<file path="src/rtl/sram_port_arbiter.sv">
// sram_port_arbiter: round-robin two-master front end for the single SRAM
// controller. Port 0 is the LSU, port 1 is fetch/DMA. One command is held on
// the controller until its ACK, then a one-cycle response goes to the winner.
// Optional feature macro: SRAM_ARB_TIMEOUT_EN (aborts BUSY after TIMEOUT_CYC
// cycles without ACK and flags err on the response).
module sram_port_arbiter #(
  parameter int unsigned TIMEOUT_CYC = 64
) (
  input  logic        i_clk,
  input  logic        i_rst,
  input  logic        i_m0_req,
  input  logic        i_m1_req,
  input  logic        i_m0_we,
  input  logic        i_m1_we,
  input  logic [31:0] i_m0_addr,
  input  logic [31:0] i_m1_addr,
  input  logic [31:0] i_m0_wdata,
  input  logic [31:0] i_m1_wdata,
  input  logic [3:0]  i_m0_bmask,
  input  logic [3:0]  i_m1_bmask,
  output logic        o_m0_ack,
  output logic        o_m1_ack,
  output logic [31:0] o_m0_rdata,
  output logic [31:0] o_m1_rdata,
  output logic        o_m0_err,
  output logic        o_m1_err,
  output logic [31:0] o_sram_addr,
  output logic [31:0] o_sram_wdata,
  output logic [3:0]  o_sram_bmask,
  output logic        o_sram_wren,
  output logic        o_sram_rden,
  input  logic        i_sram_ack,
  input  logic [31:0] i_sram_rdata,
  output logic        o_busy
);

  localparam logic [1:0] ST_IDLE = 2'd0;
  localparam logic [1:0] ST_BUSY = 2'd1;
  localparam logic [1:0] ST_RESP = 2'd2;

  logic [1:0] state;
  logic [1:0] state_nxt;
  logic       gnt;
  logic       last_grant;
  logic       we_q;
  logic       any_req;
  logic       win;
  logic       timeout;

  assign any_req = i_m0_req | i_m1_req;

  // Winner selection: lone requester wins, contention goes to the port
  // that was not served last.
  always_comb begin
    win = 1'b0;
    if (i_m0_req && i_m1_req) begin
      win = ~last_grant;
    end else begin
      win = i_m1_req;
    end
  end

`ifdef SRAM_ARB_TIMEOUT_EN
  localparam int unsigned CW = $clog2(TIMEOUT_CYC) + 1;

  logic [CW-1:0] cnt;
  logic          err_q;

  assign timeout = (state == ST_BUSY) && !i_sram_ack &&
                   (cnt == CW'(TIMEOUT_CYC - 1));

  // BUSY-cycle counter; held at zero outside BUSY so each grant starts fresh.
  always_ff @(posedge i_clk or negedge i_rst) begin
    if (!i_rst) begin
      cnt <= '0;
    end else if (state == ST_BUSY) begin
      cnt <= cnt + CW'(1);
    end else begin
      cnt <= '0;
    end
  end

  // Error flag for the current response; an ACK on the threshold cycle wins.
  always_ff @(posedge i_clk or negedge i_rst) begin
    if (!i_rst) begin
      err_q <= 1'b0;
    end else if (state == ST_BUSY) begin
      err_q <= timeout;
    end
  end

  assign o_m0_err = o_m0_ack & err_q;
  assign o_m1_err = o_m1_ack & err_q;
`else
  assign timeout  = 1'b0;
  assign o_m0_err = 1'b0;
  assign o_m1_err = 1'b0;
`endif

  // Next-state logic for the IDLE -> BUSY -> RESP -> IDLE cycle.
  always_comb begin
    state_nxt = state;
    case (state)
      ST_IDLE: if (any_req) state_nxt = ST_BUSY;
      ST_BUSY: if (i_sram_ack || timeout) state_nxt = ST_RESP;
      ST_RESP: state_nxt = ST_IDLE;
      default: state_nxt = ST_IDLE;
    endcase
  end

  // State register; async reset drops the strobes immediately.
  always_ff @(posedge i_clk or negedge i_rst) begin
    if (!i_rst) begin
      state <= ST_IDLE;
    end else begin
      state <= state_nxt;
    end
  end

  // Grant and command capture, only on the IDLE -> BUSY edge.
  always_ff @(posedge i_clk or negedge i_rst) begin
    if (!i_rst) begin
      gnt          <= 1'b0;
      we_q         <= 1'b0;
      o_sram_addr  <= '0;
      o_sram_wdata <= '0;
      o_sram_bmask <= '0;
    end else if (state == ST_IDLE && any_req) begin
      gnt          <= win;
      we_q         <= win ? i_m1_we    : i_m0_we;
      o_sram_addr  <= win ? i_m1_addr  : i_m0_addr;
      o_sram_wdata <= win ? i_m1_wdata : i_m0_wdata;
      o_sram_bmask <= win ? i_m1_bmask : i_m0_bmask;
    end
  end

  // Response data per port, loaded when BUSY ends; held afterwards so each
  // master sees its own last result.
  always_ff @(posedge i_clk or negedge i_rst) begin
    if (!i_rst) begin
      o_m0_rdata <= '0;
      o_m1_rdata <= '0;
      last_grant <= 1'b1;
    end else if (state == ST_BUSY && (i_sram_ack || timeout)) begin
      last_grant <= gnt;
      if (gnt) begin
        o_m1_rdata <= i_sram_ack ? i_sram_rdata : '0;
      end else begin
        o_m0_rdata <= i_sram_ack ? i_sram_rdata : '0;
      end
    end
  end

  assign o_sram_wren = (state == ST_BUSY) &  we_q;
  assign o_sram_rden = (state == ST_BUSY) & ~we_q;
  assign o_m0_ack    = (state == ST_RESP) & ~gnt;
  assign o_m1_ack    = (state == ST_RESP) &  gnt;
  assign o_busy      = (state != ST_IDLE);

endmodule
</file>
<file path="config.mk">
export PLATFORM = sky130hd
export DESIGN_NAME = sram_port_arbiter
export DESIGN_NICKNAME = d
export VERILOG_FILES = /design/src/rtl/sram_port_arbiter.sv
export SDC_FILE = /design/constraint.sdc
export NUM_CORES = 1
export LEC_CHECK = 0
export ABC_AREA = 1
export CORE_MARGIN = 2
export CORE_UTILIZATION = 45
export CTS_CLUSTER_SIZE = 12
export DETAILED_ROUTE_END_ITERATION = 16
export PLACE_DENSITY = 0.95
export SLEW_MARGIN = 20
export SYNTH_ARGS = -nofsm -noshare
export SYNTH_HDL_FRONTEND = slang
export SYNTH_SLANG_ARGS = --single-unit
</file>
<file path="constraint.sdc">
create_clock -name i_clk -period 2.25 [get_ports i_clk]
set_input_delay 0.45 -clock i_clk [delete_from_list [all_inputs] [get_ports i_clk]]
set_output_delay 0.45 -clock i_clk [all_outputs]
set_load 0.01 [all_outputs]
</file>
==> results summary <==
The total leakage power came out at 0.00554 uW. For this run, design rule violations remaining after detail routing come to 0. The number of antenna violations at the first check in global routing is 0.

For this block, the routed nets add up to 21.2 mm of wire. The count of max-cap constraint violations is 0. Registers take 3430 sq um.

The final count of pins violating max slew came out at 0. The largest individual stage delay along the critical path comes from the cell sky130_fd_sc_hd__clkdlybuf4s50_1. The cell area that synthesis handed to floorplanning was 6630 sq um. The final hold violation count came out at 0.

The count of buffers inserted at the top-level ports is 311. Of the cells placed in the final design, the portion with a size suffix greater than 1 is 4.92%. The critical path runs through a total of 2 cells. The number of buffers and inverters on the critical path is 1. The number of antenna diodes in the final layout is 0.

The top cell family by delay on the critical path is buffers and inverters. Routability-driven placement finished with a final weighted congestion of 0.872. The number of sinks on the clock net is around 140. Cells fill 73.1% of the core in the end. For this run, the total global-route usage over all layers was measured as 27.3%. The number of nets at the end of the flow is 1364. Pin placement for this block handled ~310 I/O pins. The largest net degree at the start of global routing is 65. The final cell count without fillers came out at 1384. STA puts the critical path data arrival time at roughly 1800 ps. In this run the standard cell core region covers 14500 sq um. The post-route clock period utilization is 101%. For this run, the slowest stage of the critical path takes 610 ps. Summing internal, switching and leakage power gives 13800 uW. The layout overhead on the synthesized area came out at 59.6%. The register area share after synthesis came out at 51.7%. The count of yosys warnings during synthesis came out at 0. Setup repair after global routing left no endpoint under its margin. Of all nets on the critical path, the largest fanout is 6. Summing all multi-input logic gate instances after layout gives 2400 sq um. The flow ran to the end, but the final reports show violations. The final reports fail on setup timing. The via-per-instance ratio came out at 5.06.

The number of placed instances with taps included came out at 1353. The die covers 15700 sq um. In this run the post-CTS setup repair buffer count came out at 0. The number of global-route vias before repair is approximately 6800. The DRC violation total after the first TritonRoute iteration came out at approximately 470. The synthesized design contains 137 register bits. Across all setup checks in the final design, the least slack found is -24.6 ps. Counting the fill cells in the layout gives 1007.

TritonCTS built the clock tree. The number of cells on the worst reg-to-reg path is 5. Walking the worst path, the cells encountered are nor3_1 > clkdlybuf4s50_1. The half-perimeter wire length after detailed placement came out at around 15 mm.

Dividing the detail-routed wire length by the instance count gives 15.3 um. The final number of setup-violating endpoints came out at 1. The critical path is of the reg -> out type. The number of buffers created by CTS is 17. The chip width is 125 um. The library cell used most frequently in the layout, excluding fill and tap cells, is sky130_fd_sc_hd__nand2_1. At the worst endpoint, the required time is 1800 ps. The worst-skew pair later-pin latency is ~420 ps. The clock arrives with 10.7 ps of skew. The initial utilization of the core area, before any placement, comes to 45.8%.

The first-pass GRT wire length is 34.4 mm. The total overflow left after global routing is 0. The endpoint class of the critical path is an output pin.

The routed layout has 7007 vias. The cell sitting at the root of the clock tree is a sky130_fd_sc_hd__clkbuf_16. The post-layout minimum cycle time came out at 2270 ps. The largest voltage drop on the vdd net came out at 0.721 mV. The die is 125 um tall. The number of routed nets with antenna violations came out at 0. The clock-pin slew on the worst setup and hold paths came out at roughly 60 ps.

The power per cell area came out at 1300 nW/um^2. After floorplanning, the core was divided into 44 placement rows. STA classifies the critical path startpoint as a flop. The first-pass iteration count of the detailed router is 6.

The unique cell type count in the Yosys netlist is 20. The number of instances in the synthesized netlist is 896. The maximum number of buffers from clock root to sink is 2.

The per-instance average area after synthesis came out at around 7.4 sq um. The number of levels the H-tree was split into came out at 4. Final hold analysis gives a worst-case slack of 454 ps.

The timing-limited maximum frequency came out at around 440 MHz. The class of the tightest hold or removal check is in -> async. The top cell types in the final layout, fill and taps aside, are 339 x sky130_fd_sc_hd__nand2_1, 309 x sky130_fd_sc_hd__clkdlybuf4s50_1, 202 x sky130_fd_sc_hd__nand3_1.
## kinds of logic (layout without fill, tap and decap cells)
kind of cell | count (synthesis) | count (layout) | synth area share, %
buffers and inverters | 201 | 504 | 12.6
AO/OA/AOI/OAI | 4 | 4 | 0.358
other | 1 | 2 | 0.0565
AND/OR/NAND/NOR | 553 | 553 | 35.3
flip-flops | 137 | 137 | 51.7
## cell type report
type	instances	share of cell area [%]
Tap cell	184	2.18
Multi-Input combinational cell	559	22.7
Clock buffer	19	4.18
Sequential cell	137	32.4
Inverter	143	5.07
Clock inverter	11	2.08
Timing Repair Buffer	331	31.4
## per-layer routing
layer  global-route usage [%]  wire, um  vias up
met5                        0         0        -
met4                     13.6      1000        0
met3                     7.32      1810       70
met2                     44.8     10400      396
met1                     33.2      7990     3232
li1                         -         -     3309
## state kept, by name (all words and copies together), names as in the netlist
signal,flops
o_m1_rdata,32
o_sram_bmask,4
gnt,1
last_grant,1
state,2
o_sram_addr,32
we_q,1
o_sram_wdata,32
o_m0_rdata,32
## path summary, 6_finish.rpt
check	from	to	slack, ps
min in group i_clk	o_m0_rdata[23]	o_m0_rdata[23]	470
worst max register to register	gnt	o_m1_rdata[1]	740
max in group asynchronous	i_rst	last_grant	1170
worst min-delay path	i_rst	o_m0_rdata[15]	450
worst max-delay path	state[0]	o_m0_ack	-20
worst min register to register	o_m0_rdata[23]	o_m0_rdata[23]	470
## cells in the mapped netlist, drive strengths merged
| library cell | instances | share of area [%] |
|---|---|---|
| nand2 | 342 | 19 |
| nor2 | 6 | 0.41 |
| nand3 | 202 | 15 |
| conb | 1 | 0.057 |
| dfstp | 1 | 0.40 |
| o21ai | 4 | 0.36 |
| clkbuf | 18 | 1.0 |
| buf | 40 | 3.5 |
| dfrtp | 136 | 51 |
| nor3 | 2 | 0.15 |
| nand4 | 1 | 0.094 |
| clkinv | 1 | 0.057 |
| inv | 142 | 8.0 |
## worst reg2reg max path, delay by kind of cell (launching register included)
family / cells / cell delay (ps)
buffers and inverters: 2 / 650
DFF: 1 / 390
and+or+nand+nor: 3 / 360
## report_power, final
part / switching [uW] / internal [uW] / total [uW]
sequential: 707 / 3660 / 4370
combinational: 3140 / 3090 / 6230
clock: 1050 / 2100 / 3150
total: 4890 / 8860 / 13800
## stage by stage
step	cell area (sq um)	setup TNS, ps	worst slack, ps
floorplan	6640	0	699
global placement	9910	0	362
detailed placement	9910	0	300
CTS	10600	0	11.3
global route	10600	0	1.31
finish	10600	-24.6	-24.6
## timing repair
item                                    4_1_cts  5_1_grt
endpoints found under the setup margin        0        1
gates resized for setup                       0        1
endpoints found under the hold margin        20        0
hold buffers                                  1        0
(Power assumes the default switching activity.)
